===== src/rtl/icache_direct_if.sv =====
// ---------------------------------------------------------------------------
// icache_direct_if
//   Line-refill bus between the instruction cache and main memory.
//
//   mem_req    cache -> mem  refill request, held until mem_ready
//   mem_addr   cache -> mem  line-aligned refill byte address
//   mem_ready  mem -> cache  one-cycle pulse, mem_rdata valid this cycle
//   mem_rdata  mem -> cache  full line, word 0 in bits [31:0]
//
//   Modports: master = cache side, slave = memory side.
// ---------------------------------------------------------------------------
interface icache_direct_if #(
    parameter int ADDR_W     = 32,
    parameter int LINE_WORDS = 4
);
    logic                     mem_req;
    logic [ADDR_W-1:0]        mem_addr;
    logic                     mem_ready;
    logic [32*LINE_WORDS-1:0] mem_rdata;

    modport master (
        output mem_req,
        output mem_addr,
        input  mem_ready,
        input  mem_rdata
    );

    modport slave (
        input  mem_req,
        input  mem_addr,
        output mem_ready,
        output mem_rdata
    );
endinterface


===== src/rtl/icache_direct.sv =====
// ---------------------------------------------------------------------------
// icache_direct
//   Direct-mapped, read-only instruction cache between fetch and main memory.
//   A hit returns the instruction combinationally. A miss stalls fetch,
//   refills the whole line over the mem bus, spends one UPDATE cycle and then
//   replays the lookup with the current pc.
//
//   clk           system clock, all state updates on the rising edge
//   reset         asynchronous, active-low reset
//   fetch_valid   fetch requests an instruction this cycle
//   pc            instruction byte address, bits [1:0] ignored
//   instruction   instruction word, valid when fetch_valid & !icache_stall
//   icache_stall  fetch must hold pc and retry
//   flush         one-cycle pulse, invalidates all lines
//   mem           refill bus (icache_direct_if.master)
//   hit_count     lookups that hit (wraps)
//   miss_count    misses detected (wraps)
// ---------------------------------------------------------------------------
module icache_direct #(
    parameter int NUM_LINES  = 4,
    parameter int LINE_WORDS = 4,
    parameter int ADDR_W     = 32
) (
    input  logic                 clk,
    input  logic                 reset,
    input  logic                 fetch_valid,
    input  logic [ADDR_W-1:0]    pc,
    output logic [31:0]          instruction,
    output logic                 icache_stall,
    input  logic                 flush,
    icache_direct_if.master      mem,
    output logic [31:0]          hit_count,
    output logic [31:0]          miss_count
);

    localparam int OFF_W = $clog2(LINE_WORDS);
    localparam int IDX_W = $clog2(NUM_LINES);
    localparam int LSB_W = 2 + OFF_W;              // byte offset within a line
    localparam int TAG_W = ADDR_W - LSB_W - IDX_W;

    typedef enum logic [1:0] {
        IDLE,
        REFILL,
        UPDATE
    } state_t;

    state_t state;
    state_t state_next;

    logic [NUM_LINES-1:0] valid;
    logic [TAG_W-1:0]     tag_arr  [NUM_LINES];
    logic [31:0]          data_arr [NUM_LINES][LINE_WORDS];

    logic              flush_pending;  // flush seen while a refill was in flight
    logic [ADDR_W-1:0] line_addr;      // latched refill address, drives mem_addr

    // Lookup fields of the current pc.
    logic [OFF_W-1:0] offset;
    logic [IDX_W-1:0] index;
    logic [TAG_W-1:0] tag;
    assign offset = pc[LSB_W-1:2];
    assign index  = pc[LSB_W+IDX_W-1:LSB_W];
    assign tag    = pc[ADDR_W-1:LSB_W+IDX_W];

    // Fields of the line being refilled; taken from the latched address so a
    // pc change while stalled cannot redirect the fill.
    logic [IDX_W-1:0] fill_index;
    logic [TAG_W-1:0] fill_tag;
    assign fill_index = line_addr[LSB_W+IDX_W-1:LSB_W];
    assign fill_tag   = line_addr[ADDR_W-1:LSB_W+IDX_W];

    logic unused_pc_bits;
    assign unused_pc_bits = &{1'b0, pc[1:0]};

    logic lookup_hit;
    assign lookup_hit = fetch_valid & valid[index] & (tag_arr[index] == tag);

    logic count_hit;
    logic count_miss;
    logic fill_now;
    assign fill_now = (state == REFILL) & mem.mem_ready;

    // NOTE: every output of this block gets a default first, so no path can
    // leave a value unassigned and infer a latch.
    always_comb begin
        state_next   = state;
        icache_stall = 1'b0;
        instruction  = '0;
        count_hit    = 1'b0;
        count_miss   = 1'b0;
        case (state)
            IDLE: begin
                if (lookup_hit) begin
                    count_hit   = 1'b1;
                    instruction = data_arr[index][offset];
                end else if (fetch_valid) begin
                    count_miss   = 1'b1;
                    icache_stall = 1'b1;
                    state_next   = REFILL;
                end
            end
            REFILL: begin
                icache_stall = 1'b1;
                if (mem.mem_ready) state_next = UPDATE;
            end
            UPDATE: begin
                icache_stall = 1'b1;
                state_next   = IDLE;
            end
            default: state_next = IDLE;
        endcase
        // While reset is held the fetch side must not see a stall.
        if (!reset) icache_stall = 1'b0;
    end

    // Request is a pure function of state so an asynchronous reset drops it
    // in the same instant.
    assign mem.mem_req  = (state == REFILL);
    assign mem.mem_addr = line_addr;

    // NOTE: sequential state uses non-blocking assignments so every register
    // samples the pre-edge values of the others.
    always_ff @(posedge clk or negedge reset) begin
        if (!reset) begin
            state         <= IDLE;
            valid         <= '0;
            flush_pending <= 1'b0;
            line_addr     <= '0;
            hit_count     <= '0;
            miss_count    <= '0;
        end else begin
            state <= state_next;
            if (count_hit) hit_count <= hit_count + 32'd1;
            if (count_miss) begin
                miss_count <= miss_count + 32'd1;
                line_addr  <= {tag, index, {LSB_W{1'b0}}};
            end
            case (state)
                IDLE: begin
                    if (flush) valid <= '0;
                end
                REFILL: begin
                    if (flush) flush_pending <= 1'b1;
                    if (mem.mem_ready) valid[fill_index] <= 1'b1;
                end
                UPDATE: begin
                    // Pending flush lands after the refilled line was marked
                    // valid, so the replay lookup misses again.
                    if (flush || flush_pending) valid <= '0;
                    flush_pending <= 1'b0;
                end
                default: ;
            endcase
        end
    end

    // NOTE: tag and data arrays are deliberately not reset; the valid bits
    // alone decide whether their contents are used.
    always_ff @(posedge clk) begin
        if (fill_now) begin
            tag_arr[fill_index] <= fill_tag;
            for (int w = 0; w < LINE_WORDS; w++) begin
                data_arr[fill_index][w] <= mem.mem_rdata[32*w +: 32];
            end
        end
    end

endmodule


===== src/flat_wrapper.sv =====
// flat-port wrapper written by rule: the top's interface ports become plain ports
module icache_direct_flat 
#(
    parameter int NUM_LINES  = 4,
    parameter int LINE_WORDS = 4,
    parameter int ADDR_W     = 32
)
  (clk, reset, fetch_valid, pc, instruction, icache_stall, flush, hit_count, miss_count, mem_mem_req, mem_mem_addr, mem_mem_ready, mem_mem_rdata);
  icache_direct_if #(.ADDR_W(ADDR_W), .LINE_WORDS(LINE_WORDS)) mem_i ();
  input  logic clk;
  input  logic reset;
  input  logic fetch_valid;
  input  logic [ADDR_W-1:0] pc;
  output logic [31:0] instruction;
  output logic icache_stall;
  input  logic flush;
  output logic [31:0] hit_count;
  output logic [31:0] miss_count;
  output wire logic [$bits(mem_i.mem_req)-1:0] mem_mem_req;
  output wire logic [$bits(mem_i.mem_addr)-1:0] mem_mem_addr;
  input wire logic [$bits(mem_i.mem_ready)-1:0] mem_mem_ready;
  input wire logic [$bits(mem_i.mem_rdata)-1:0] mem_mem_rdata;
  assign mem_mem_req = mem_i.mem_req;
  assign mem_mem_addr = mem_i.mem_addr;
  assign mem_i.mem_ready = mem_mem_ready;
  assign mem_i.mem_rdata = mem_mem_rdata;
  icache_direct #(.NUM_LINES(NUM_LINES), .LINE_WORDS(LINE_WORDS), .ADDR_W(ADDR_W)) u_core (.clk(clk), .reset(reset), .fetch_valid(fetch_valid), .pc(pc), .instruction(instruction), .icache_stall(icache_stall), .flush(flush), .mem(mem_i), .hit_count(hit_count), .miss_count(miss_count));
endmodule

===== config.mk =====
export PLATFORM = sky130hd
export DESIGN_NAME = icache_direct_flat
export DESIGN_NICKNAME = d
export VERILOG_FILES = /design/src/rtl/icache_direct_if.sv /design/src/rtl/icache_direct.sv /design/src/flat_wrapper.sv
export SDC_FILE = /design/constraint.sdc
export NUM_CORES = 1
export LEC_CHECK = 0
export CORE_ASPECT_RATIO = 1.25
export CORE_MARGIN = 3
export CORE_UTILIZATION = 51
export DETAILED_ROUTE_END_ITERATION = 16
export PLACE_DENSITY = 0.76
export SKIP_CTS_REPAIR_TIMING = 1
export SYNTH_ARGS = -nofsm -noshare
export SYNTH_HDL_FRONTEND = slang
export SYNTH_SLANG_ARGS = --single-unit

===== constraint.sdc =====
create_clock -name clk -period 11.8 [get_ports clk]
set_input_delay 2.36 -clock clk [delete_from_list [all_inputs] [get_ports clk]]
set_output_delay 2.36 -clock clk [all_outputs]
set_load 0.03 [all_outputs]

Word-level counts from Yosys, hierarchy flattened
Memories as Yosys holds them, arrays and structs flattened. Cells that the tools add are included.

Multipliers: 0. Add/sub/neg operators: 2. Divide/modulo/power cells: 0. Mux-type cells: 28. Reduce and logical (&&, ||, !) cells: 9. Equal/unequal tests: 9. Bitwise gates (word level): 5. $lt $le $gt $ge: 4. Shift operators: 0.

Operator list (count): 2-to-1 mux 32 bit (4); adder 32 x 1 -> 32 bit (second input constant) (2); binary-select mux 32 bit (select 2 bit) (1); equality test 26 bit (1); 2-to-1 mux 4 bit (3); case mux 4 bit (3 select lines) (1); 2-to-1 mux 1 bit (11); inequality test 2 bit (second input constant) (4); < comparator 2 x 3 -> 1 bit (second input constant) (2); 2-to-1 mux 2 bit (3); inequality test 2 x 1 -> 1 bit (second input constant) (2); OR 4 bit (1); case mux 1 bit (2 select lines) (2); case mux 2 bit (2 select lines) (1); AND reduction 4 bit (1); AND 1 bit (3); greater-or-equal comparator 3 bit (second input constant) (1); NOT 2 -> 3 bit (1); AND reduction 3 bit (1); nonzero test 3 bit (1); binary-select mux 1 bit (select 2 bit) (1); demux 1 bit (select 2 bit) (1); equality test 2 x 1 -> 1 bit (second input constant) (1); equality test 2 bit (second input constant) (1); other kinds (7) (7).

RAM bits: 616. Logic and storage cells: 65. Latch bits: 0. Input port bits: 165. Register bits after elaboration: 99. Memories kept: 2. Bits in read-only memories: 0.

Memory list: u_core.data_arr (words 4, width 128, read ports 1, clocked after Yosys merged registers in 0, wr ports 1, line icache_direct.sv:52) `logic [31:0] data_arr [NUM_LINES][LINE_WORDS];`; u_core.tag_arr (words 4, width 26, read ports 1, clocked after Yosys merged registers in 0, wr ports 1, line icache_direct.sv:51) `logic [TAG_W-1:0] tag_arr [NUM_LINES];`.

Depth between registers and ports, before layout
Depth in word-level cells: 7. Gate-level depth with buffers: 11. Gate-level depth less buffers: 9.

Worst setup path before layout
No wires, ideal clock.

Path kind: input port to flip-flop. Start: input mem_mem_ready. End: memory u_core.data_arr[1][0] (netlist name) (enable). Stages on the path: 2. Arrival time: 13.666 ns. Path slack: -2.754 ns. Cell sequence: nand2_1 nor3b_1.

Longest elaborated chain between the ends: 3.

RTL lines: start: declaration (line flat_wrapper.sv:21) `input wire logic [$bits(mem_i.mem_ready)-1:0] mem_mem_ready;`; AND 1 bit (line icache_direct.sv:81) `assign fill_now = (state == REFILL) & mem.mem_ready;`; 2-to-1 mux 1 bit (line icache_direct.sv:160) `if (fill_now) begin`; 2-to-1 mux 1 bit (implied by the code) (line icache_direct.sv:163) `data_arr[fill_index][w] <= mem.mem_rdata[32*w +: 32];`; end: declaration (line icache_direct.sv:52).

Every way passes these cells.

Worst setup path in the final report
Start: input pc[4]. End: output icache_stall.

Longest elaborated chain between the ends: 7. Elaborated cells between the ends (all ways): 9.

RTL lines: start: declaration (line flat_wrapper.sv:13) `input logic [ADDR_W-1:0] pc;`; branches (longest 3 deep; another with memory read (4 x 26 bit)); AND 1 bit * (line icache_direct.sv:76) `assign lookup_hit = fetch_valid & valid[index] & (tag_arr[index] == tag);`; 2-to-1 mux 1 bit * (line icache_direct.sv:93) `if (lookup_hit) begin`; case mux 1 bit (2 select lines) * (line icache_direct.sv:91) `case (state)`; 2-to-1 mux 1 bit * (line icache_direct.sv:113) `if (!reset) icache_stall = 1'b0;`; end: declaration (line flat_wrapper.sv:15) `output logic icache_stall;`.

Mark *: on every way between the ends. The select of a mux whose other input is x is not followed.

==> flow_metrics.env <==
export IMPL_run_status="completed"
export IMPL_dpl_cell_area_sq_um=32100
export IMPL_final_hold_violation_count=0
export IMPL_grt_antenna_before_repair=12
export IMPL_core_area_sq_um=55100
export IMPL_hold_path_end="u_core.hit_count[31]$_DFFE_PN0P_"
export IMPL_most_frequently_used_cell_type_in_the_post_synthesis_netlist="sky130_fd_sc_hd__edfxtp_1"
export IMPL_static_leakage_power_nw=11.5
export IMPL_worst_slew_pin_slew_ns=1.14
export IMPL_gr_total_overflow=0
export IMPL_whs_path_depth=1
export IMPL_floorplan_die_width_microns=218
export IMPL_rows=96
export IMPL_ff2ff_setup_slack_ns=8.22
export IMPL_insertion_delay_ns=0.61
export IMPL_ir_worst_vdd_mv=0.163
export IMPL_fin_worst_skew_ns=0.0242
export IMPL_floorplan_die_area_sq_um=58800
export IMPL_reg2reg_depth=8
export IMPL_final_core_util=0.628
export IMPL_synth_cells_most_frequent="sky130_fd_sc_hd__edfxtp_1, sky130_fd_sc_hd__mux4_2, sky130_fd_sc_hd__dfrtp_1"
export IMPL_first_iter_violations=1080
export IMPL_crit_arrival_ns=6.69
export IMPL_fmaxAchievable_mhz=111
export IMPL_setup_viol_count_final=0
export IMPL_cts_tree="done"
export IMPL_synth_compound_area_frac=0.00785
export IMPL_totalWireLength_mm=59.3
export IMPL_hold_path_startpoint="u_core.hit_count[31]$_DFFE_PN0P_"
export IMPL_criticalPathCategory="in2out"
export IMPL_final_period_minus_worst_setup_slack_ns=9.05
export IMPL_synth_top_area_frac=0.649
export IMPL_synth_adder_area_share=0.00263
export IMPL_grt_util_all_layers=0.204
export IMPL_clock_sinks=715
export IMPL_cp_data_required_time_ns=9.44
export IMPL_synth_top_family_by_area="multiplexers"
export IMPL_number_of_global_route_vias_before_repair=15400
export IMPL_timing_final_max_slew_violations=0
export IMPL_timing_critical_path_to_type="output port"
export IMPL_holdCritPathClass="reg2reg"
export IMPL_netlist_area_sq_um=28500
export IMPL_grt_start_max_net_pins=155
export IMPL_drt_pre_antenna_iters=5
export IMPL_initial_core_util=0.517
export IMPL_drc=0
export IMPL_synth_simple_gate_area_share=0.0522
export IMPL_die_height_microns=270
export IMPL_dp_final_hpwl_mm=34.6
export IMPL_synth_lib_cells_used_distinct=57
export IMPL_grt_setup_unrepaired="no"
export IMPL_dominantRegCellSynth="sky130_fd_sc_hd__edfxtp_1"
export IMPL_slew_limit_headroom=0.241
export IMPL_design_area_sq_um=34600
export IMPL_number_of_warnings_reported_in_the_yosys_synthesis_log=0
export IMPL_synth_top_area_cell="sky130_fd_sc_hd__edfxtp_1"
export IMPL_htree_levels=3
export IMPL_pwr_density_cell_nw_per_um2=190
export IMPL_synth_area_per_cell_sq_um=20.4
export IMPL_buffer_ports_inserted=288
export IMPL_crit_reg2reg_launch="u_core.tag_arr[3][14]$_DFFE_PP_"
export IMPL_synth_top_cells_by_area="sky130_fd_sc_hd__edfxtp_1, sky130_fd_sc_hd__mux4_2, sky130_fd_sc_hd__dfrtp_1, sky130_fd_sc_hd__xor2_1, sky130_fd_sc_hd__mux2_1"
export IMPL_syn_inst=1396
export IMPL_yosysSeqAreaShare=0.735
export IMPL_synth_async_reset_ratio=0.138
export IMPL_totalNegativeSetupSlack_ns=0
export IMPL_wl_per_cell_microns=23.7
export IMPL_max_cap_violations=0
export IMPL_filler_cells_inserted=3763
export IMPL_antenna_violating_nets_post_route=0
export IMPL_num_vias=14500
export IMPL_path_max_fanout=78
export IMPL_synth_enable_flop_cells=616
export IMPL_cts_reportedPaths_clkPinSlew_ns=0.06
export IMPL_grt_pass1_wl_mm=91.5
export IMPL_cts_buffers_inserted=71
export IMPL_gp_routability_congestion=0.782
export IMPL_postSynthRegisterBits=715
export IMPL_rr_endpoint="u_core.mem.mem_addr[28]$_DFFE_PN0P_"
export IMPL_cts_root_to_sink_buffers=3
export IMPL_ioPinCount=295
export IMPL_nNetsFinal=1874
export IMPL_cts_root_buffer="sky130_fd_sc_hd__clkbuf_16"
export IMPL_area_delta_synth_final_pct=21.3
export IMPL_synth_xor_area_share=0.0266
export IMPL_share_of_cell_area_taken_by_muxes_after_synthesis=0.159
export IMPL_timing_final_crit_share=0.767
export IMPL_dp_cells=2365
export IMPL_post_route_cells_drive_above_1_share=0.199
export IMPL_viasPerCell=5.78
export IMPL_finish_cell_count_without_fillers=2505
export IMPL_startpoint_type="input pin"
==> worst max path at each step <==
stage,from,endpoint,slack [ns],depth (start not counted)
global route,pc[4],icache_stall,2.36,10
floorplan,mem_mem_ready,u_core.data_arr[1][0]$_DFFE_PP_,2.71,2
CTS,pc[4],icache_stall,2.56,10
detailed placement,pc[4],icache_stall,2.56,10
finish,pc[4],icache_stall,2.75,10
global placement,pc[4],icache_stall,2.60,10
==> registers in the layout, indices dropped and copies added, names as in the netlist <==
name	count
u_core.data_arr	512
u_core.tag_arr	104
u_core.hit_count	32
u_core.miss_count	32
u_core.mem.mem_addr	28
u_core.valid	4
u_core.state	2
u_core.flush_pending	1
==> logic make-up after synthesis <==
group / count (synthesis)
mux: 225
other cells: 1
fa+ha+maj: 6
simple gates: 242
xor+xnor: 85
flops: 715
compound gates: 32
buf+inv: 90
==> report_power, final <==
part | switching [mW] | internal [mW] | total (mW)
clock network | 0.941 | 1.37 | 2.31
registers | 0.161 | 3.12 | 3.28
logic | 0.576 | 0.400 | 0.976
==> routing by layer <==
layer	GRT usage	wire length (microns)
met1	0.262	23200
met2	0.343	30400
met3	0.0512	3950
met4	0.0718	1630
met5	0	57
==> area by class of cell <==
cell class	count	area (sq um)	area share
antenna	11	27.5	0.000796
clock buffer	93	1940	0.0561
clock inverter	36	484	0.0140
inverter	16	60.1	0.00174
multi-input combinational	594	7150	0.207
sequential	715	21000	0.606
tap	735	920	0.0266
timing repair buffer	305	3040	0.0879
==> worst max-delay path, cell delays in order <==
cell and delay (ns):
sky130_fd_sc_hd__buf_8 0.60, sky130_fd_sc_hd__mux4_2 0.61, sky130_fd_sc_hd__xnor2_1 0.21, sky130_fd_sc_hd__nand4_1 0.13, sky130_fd_sc_hd__and4bb_1 0.19, sky130_fd_sc_hd__nand4_1 0.09, sky130_fd_sc_hd__buf_4 0.43, sky130_fd_sc_hd__nand3_2 0.84
sky130_fd_sc_hd__a21oi_1 0.41, sky130_fd_sc_hd__clkdlybuf4s50_1 0.75
==> cell usage in the layout (no fill, tap or decap), types with 5 or more instances in the layout <==
cell type                           n
sky130_fd_sc_hd__clkbuf_16         73
sky130_fd_sc_hd__clkbuf_1          16
sky130_fd_sc_hd__inv_1             15
sky130_fd_sc_hd__nor2b_1           34
sky130_fd_sc_hd__nand2_1           27
sky130_fd_sc_hd__clkinv_2          11
sky130_fd_sc_hd__clkdlybuf4s50_1  283
sky130_fd_sc_hd__nand3_1           30
sky130_fd_sc_hd__nor2_1            15
sky130_fd_sc_hd__nor4_1            12
sky130_fd_sc_hd__and2_1             5
sky130_fd_sc_hd__nor3_1            28
sky130_fd_sc_hd__ha_1               6
sky130_fd_sc_hd__buf_4             15
sky130_fd_sc_hd__edfxtp_1         616
sky130_fd_sc_hd__nor4_2             6
sky130_fd_sc_hd__nor3_2            20
sky130_fd_sc_hd__mux4_2           180
sky130_fd_sc_hd__xnor2_1           27
sky130_fd_sc_hd__xor2_1            56
sky130_fd_sc_hd__a21oi_1            8
sky130_fd_sc_hd__diode_2           11
sky130_fd_sc_hd__mux2_1            27
sky130_fd_sc_hd__dfrtp_1           99
sky130_fd_sc_hd__mux2i_1           16
sky130_fd_sc_hd__nand4_1           27
sky130_fd_sc_hd__bufinv_16          9
sky130_fd_sc_hd__and3_1            13
==> per-stage QoR <==
stage / power (mW) / hold slack [ns] / worst slack [ns]
after floorplan: 3.91 / 0.455 / 2.71
after global placement: 4.28 / 0.458 / 2.60
after detailed placement: 4.32 / 0.468 / 2.56
after CTS: 6.64 / 0.480 / 2.56
after global routing: 6.82 / 0.496 / 2.36
final: 6.57 / 0.475 / 2.75
Power figures use the tool's default switching activity.
==> RTL edit 1, RTL diff (same settings) <==
Reset style: synchronous (`reset`), changed in one clocked block. Comments in the files are not updated.
--- a/src/rtl/icache_direct.sv
+++ b/src/rtl/icache_direct.sv
@@ -120,7 +120,7 @@
 
     // NOTE: sequential state uses non-blocking assignments so every register
     // samples the pre-edge values of the others.
-    always_ff @(posedge clk or negedge reset) begin
+    always_ff @(posedge clk) begin
         if (!reset) begin
             state         <= IDLE;
             valid         <= '0;
Function: differs if reset is asserted again (counterexample within 4 cycles, from zero or initial values and one cycle with reset low); with reset held inactive, the same outputs for 4 cycles.
==> RTL edit 1 against the unedited design <==
Die area decreased by 0.28%; highest routed layer unchanged; synthesized cell count grew 10%; final area is 0.33% lower; area after synthesis decreased by 0.29%; wire length up 4.0%; sequential cell count did not move; worst setup slack worse by 0.29 ns.
Power is not compared: it rests on default switching activity, and its combinational part moved more than twofold at a synthesized area within 25%.
==> RTL edit 1: results (changes against the unedited design) <==
----------------------------------------------------
[Worst setup path]
  Arrival time of data at the critical path endpoint ... 6.98 ns (+0.29 ns)
  R2R cell count ... 9 (+1)
  CP peak stage delay ... 0.74 ns (-0.10 ns)
  Terminus of the critical flop-to-flop path ... u_core.hit_count[5]
  Top cell family by delay on the critical path ... simple AND/OR/NAND/NOR gates
  Worst r2r src ... u_core.tag_arr[3][2]
  Crit-path slowest cell ... sky130_fd_sc_hd__clkbuf_8

[Detailed routing]
  Final wirelength ... 61700 um (+4.0%)
  Iteration-0 DRC count of the detailed router ... 1266 (+17%)
  Via Count ... 15400 (+6.3%)

[Hold path]
  Worst Hold Endpoint ... u_core.flush_pending
  Number of cells on the worst hold path ... 2 (+1)
  Hold Path Origin ... u_core.flush_pending

[Timing]
  Worst slew pin tran ... 1.30 ns (+0.159 ns)
  Worst hold slack across all endpoints ... 0.475 ns (+0.0000530 ns)
  Final setup skew ... 0.0181 ns (-0.00614 ns)

[Placed design]
  Post-DP HPWL ... 36200 um (+4.6%)
  Placer Congestion ... 0.828 (+5.9%)
  Worst slack at placement ... 2.41 ns (-0.148 ns)

[Synthesis]
  List of most frequent post-synthesis cells ... sky130_fd_sc_hd__edfxtp_1, sky130_fd_sc_hd__mux4_2, sky130_fd_sc_hd__dfxtp_1, sky130_fd_sc_hd__mux2i_1, sky130_fd_sc_hd__nor2_1
  Share of flip-flops with an asynchronous set or reset after synthesis ... 0% (-14 points)
  Yosys cell types ... 62 (+8.8%)
  Seq/Total Area, Yosys ... 72.0% (-1.5 points)
  Top cells by area, synth ... sky130_fd_sc_hd__edfxtp_1, sky130_fd_sc_hd__mux4_2, sky130_fd_sc_hd__dfxtp_1

[Layout]
  Fillers ... 3945 (+4.8%)
  # nets final ... 2010 (+7.3%)
  Fraction of final layout cells with drive strength greater than 1 ... 16.9% (-3.0 points)

[Outcome]
  Run status ... finished, final reports clean

[GRT]
  Antenna violations before repair ... 17 (+5)

----------------------------------------------------
## RTL edit 1: kinds of logic (layout without fill, tap and decap cells)
kind of cell / count (synthesis) / in the layout / synth area share (%)
other cells: 1 / 19 / 0.0132
buf+inv: 107 / 462 / 1.81
fa+ha+maj: 6 / 6 / 0.264
simple gates: 294 / 294 / 5.64
mux: 252 / 252 / 16.6
compound gates: 142 / 142 / 3.15
xor+xnor: 18 / 18 / 0.554
flops: 715 / 715 / 72.0
## RTL edit 1: worst max-delay path by stage
stage / end / startpoint / cells past startpoint / slack, ns
global route: instruction[3] / pc[5] / 10 / 2.23
global placement: instruction[2] / pc[5] / 10 / 2.46
floorplan: u_core.data_arr[0][0] / mem_mem_ready / 2 / -1.87
CTS: instruction[3] / pc[5] / 10 / 2.40
detailed placement: instruction[3] / pc[5] / 10 / 2.41
finish: instruction[3] / pc[5] / 10 / 2.46
## RTL edit 1: worst register-to-register path: cells and delay by family, from the launching register on
kind | cells | cell delay [ns]
buffers and inverters | 1 | 0.46
AND/OR/NAND/NOR | 5 | 2.24
multiplexers | 1 | 0.50
flip-flops | 1 | 0.38
AO/OA/AOI/OAI | 2 | 0.45
## RTL edit 1: power by group
part	switching (mW)	total, mW	internal, mW
logic	0.180	0.351	0.171
registers	0.0233	2.82	2.80
clock network	0.916	2.29	1.37
total	1.12	5.46	4.34
## RTL edit 1: per-stage QoR
stage | TNS, ns | area (um2) | instances
global placement | 0 | 32100 | 2501
CTS | 0 | 34400 | 2628
detailed placement | 0 | 32100 | 2501
global route | 0 | 34500 | 2634
finish | 0 | 34500 | 2643
floorplan | -577.29 | 28400 | 1538
## RTL edit 1: final cells by class
| type | count | area [um2] | area share [%] |
|---|---|---|---|
| Sequential cell | 715 | 20500 | 59.4 |
| Timing Repair Buffer | 304 | 3050 | 8.85 |
| Multi-Input combinational cell | 716 | 7500 | 21.7 |
| Inverter | 31 | 116 | 0.337 |
| Clock buffer | 92 | 1960 | 5.69 |
| Tap cell | 735 | 920 | 2.67 |
| Antenna cell | 15 | 37.5 | 0.109 |
| Clock inverter | 35 | 422 | 1.22 |
## RTL edit 1: layer usage
metal / vias to the layer above / wire (um) / share of wire (%) / GRT usage [%]
li1: 6847 / - / - / -
met1: 7843 / 23800 / 39 / 27.0
met5: - / 65 / 0.11 / 0
met2: 561 / 31500 / 51 / 34.8
met3: 120 / 4590 / 7.4 / 5.46
met4: 8 / 1760 / 2.9 / 8.41
==> RTL edit 2, RTL diff (config.mk and constraints unchanged) <==
Without the edit above. `ADDR_W` is set to 32 in 3 places; all go to 36.
--- a/src/rtl/icache_direct_if.sv
+++ b/src/rtl/icache_direct_if.sv
@@ -10,7 +10,7 @@
 //   Modports: master = cache side, slave = memory side.
 // ---------------------------------------------------------------------------
 interface icache_direct_if #(
-    parameter int ADDR_W     = 32,
+    parameter int ADDR_W     = 36,
     parameter int LINE_WORDS = 4
 );
     logic                     mem_req;
--- a/src/rtl/icache_direct.sv
+++ b/src/rtl/icache_direct.sv
@@ -19,7 +19,7 @@
 module icache_direct #(
     parameter int NUM_LINES  = 4,
     parameter int LINE_WORDS = 4,
-    parameter int ADDR_W     = 32
+    parameter int ADDR_W     = 36
 ) (
     input  logic                 clk,
     input  logic                 reset,
--- a/src/flat_wrapper.sv
+++ b/src/flat_wrapper.sv
@@ -3,7 +3,7 @@
 #(
     parameter int NUM_LINES  = 4,
     parameter int LINE_WORDS = 4,
-    parameter int ADDR_W     = 32
+    parameter int ADDR_W     = 36
 )
   (clk, reset, fetch_valid, pc, instruction, icache_stall, flush, hit_count, miss_count, mem_mem_req, mem_mem_addr, mem_mem_ready, mem_mem_rdata);
   icache_direct_if #(.ADDR_W(ADDR_W), .LINE_WORDS(LINE_WORDS)) mem_i ();
Interface: changed (resized mem_mem_addr and pc); port bits go from 295 to 303. No check against the original RTL was run, so the function may have changed too.
==> RTL edit 2 against the unedited design <==
Wire length up 7.9%; clock skew up 0.0055 ns; global-route usage up 1.2 points; die area up 2.4%; worst setup slack worse by 0.49 ns; power up 2.4%; combinational power about the same; final area up 2.3%; area after synthesis up 2.4%; sequential cell count up 20; clock power up 3%; sequential share of layout area up 0.26 points; worst hold slack worse by 0.0018 ns; critical endpoint is now instruction[1]; highest routed layer unchanged.
==> RTL edit 2: results (changes against the unedited design) <==
----------------------------------------------------
[Synthesis]
  Yosys cell types ... 64 (+12%)
  List of most frequent post-synthesis cells ... sky130_fd_sc_hd__edfxtp_1, sky130_fd_sc_hd__mux4_2, sky130_fd_sc_hd__dfrtp_1, sky130_fd_sc_hd__xor2_1, sky130_fd_sc_hd__and3_1
  Seq/Total Area, Yosys ... 73.8% (+0.24 points)
  Share of flip-flops with an asynchronous set or reset after synthesis ... 14.0% (+0.17 points)
  Top cells by area, synth ... sky130_fd_sc_hd__edfxtp_1, sky130_fd_sc_hd__mux4_2, sky130_fd_sc_hd__dfrtp_1
  Number of synthesized flops with an enable pin ... 632 (+2.6%)
  Warnings, synthesis ... 0 (unchanged)

[Placed design]
  Placer Congestion ... 0.835 (+6.8%)
  Worst slack at placement ... 2.26 ns (-0.298 ns)
  Post-DP HPWL ... 38300 um (+11%)
  Number of buffers inserted by port buffering ... 296 (+2.8%)
  Placed standard-cell area ... 32900 um2 (+2.4%)

[GRT]
  Total track usage ... 21.6% (+1.2 points)
  Number of global-route vias before repair ... 15700 (+2.2%)
  Global-route wire length before repair ... 97700 um (+6.9%)
  Largest net degree at the start of global routing ... 77 (-50%)
  Antenna violations before repair ... 11 (-1)

[Detailed routing]
  Via Count ... 14900 (+3.1%)
  Routed len/inst ... 25.0 um (+5.8%)
  Drt first pass iters ... 5 (unchanged)
  Iteration-0 DRC count of the detailed router ... 1128 (+4.4%)

[Layout]
  Fillers ... 3837 (+2.0%)
  Largest registers ... u_core.data_arr x512, u_core.tag_arr x120
  Fraction of final layout cells with drive strength greater than 1 ... 20.4% (+0.53 points)
  # nets final ... 1926 (+2.8%)

[Worst setup path]
  Arrival time of data at the critical path endpoint ... 7.18 ns (+0.49 ns)
  Worst-case register-to-register setup slack ... 8.29 ns (+0.07 ns)
  Crit-path slowest cell ... sky130_fd_sc_hd__and4_2
  Worst setup path end ... instruction[1]
  Worst r2r src ... u_core.tag_arr[2][7]
  Critical path fanouts, max ... 72 (-7.7%)
  Terminus of the critical flop-to-flop path ... u_core.hit_count[2]
  Startpoint of the most critical setup path ... pc[5]
  CP peak stage delay ... 0.98 ns (+0.14 ns)

[Power and ir drop]
  Worst ir drop on vdd ... 0.139 mV (-14%)
  Leakage component of the power ... 12.1 nW (+4.9%)

[Outcome]
  Run status ... finished, final reports clean

[Timing]
  Worst slew pin tran ... 1.04 ns (-0.100 ns)
  Final setup skew ... 0.0297 ns (+0.00545 ns)

[Clocking]
  Root buffer cell ... sky130_fd_sc_hd__clkbuf_16

----------------------------------------------------
==> RTL edit 2: changes by cell type after synthesis, moves of 9 or more <==
cell                       change
sky130_fd_sc_hd__nand4_1      -11
sky130_fd_sc_hd__nor2b_1      -31
sky130_fd_sc_hd__xnor2_1      +10
sky130_fd_sc_hd__xor2_1        -9
sky130_fd_sc_hd__inv_1        +18
sky130_fd_sc_hd__nor2_1       +11
sky130_fd_sc_hd__and3_1       +26
sky130_fd_sc_hd__mux2_1       -19
sky130_fd_sc_hd__mux2_2       +29
sky130_fd_sc_hd__edfxtp_1     +16
==> RTL edit 2: kinds of logic (layout without fill, tap and decap cells) <==
| kind of cell | Yosys count | after routing | share of synthesized area (%) |
|---|---|---|---|
| AOI/OAI and AO/OA | 48 | 48 | 1.14 |
| xor gates and xnor gates | 84 | 84 | 2.52 |
| adders and majority gates | 6 | 6 | 0.257 |
| buffers and inverters | 104 | 475 | 1.67 |
| DFF | 735 | 735 | 73.8 |
| muxes | 240 | 240 | 16.1 |
| other | 1 | 10 | 0.0128 |
| and+or+nand+nor | 214 | 214 | 4.48 |
==> RTL edit 2: power by group <==
part	internal [mW]	switching, mW	leakage (nW)
sequential	3.21	0.167	7.01
clock	1.43	0.942	1.18
combinational	0.405	0.575	3.92
==> RTL edit 2: worst min-delay path by stage <==
stage / startpoint / to / slack [ns] / cells after the start
after floorplan: u_core.valid[1] / u_core.valid[1] / 0.46 / 2
after global placement: u_core.hit_count[31] / u_core.hit_count[31] / 0.45 / 1
after detailed placement: u_core.hit_count[31] / u_core.hit_count[31] / 0.47 / 1
after CTS: u_core.hit_count[31] / u_core.hit_count[31] / 0.47 / 1
after global routing: u_core.hit_count[31] / u_core.hit_count[31] / 0.48 / 1
final: u_core.hit_count[31] / u_core.hit_count[31] / 0.47 / 1
==> RTL edit 2: stage by stage <==
| step | power, mW | cells |
|---|---|---|
| after global routing | 6.98 | 2549 |
| after global placement | 4.37 | 2420 |
| after CTS | 6.80 | 2548 |
| after floorplan | 3.99 | 1435 |
| final | 6.73 | 2554 |
| after detailed placement | 4.42 | 2420 |
==> RTL edit 2: routing by layer <==
layer | track usage, % | wire [um]
met3 | 5.57 | 4630
met5 | 0 | 103
met4 | 6.31 | 1470
met2 | 36.0 | 32800
met1 | 28.5 | 24900
==> RTL edit 2: final cells by class <==
type,instances,area [um2],area share [%]
diodes,6,15.0,0.0424
clock buffers,91,1980,5.59
clock inverters,37,482,1.36
inverters,33,124,0.350
multi-input cells,596,7220,20.4
flip-flops and latches,735,21600,60.9
well taps,742,928,2.62
repair buffers,314,3090,8.74
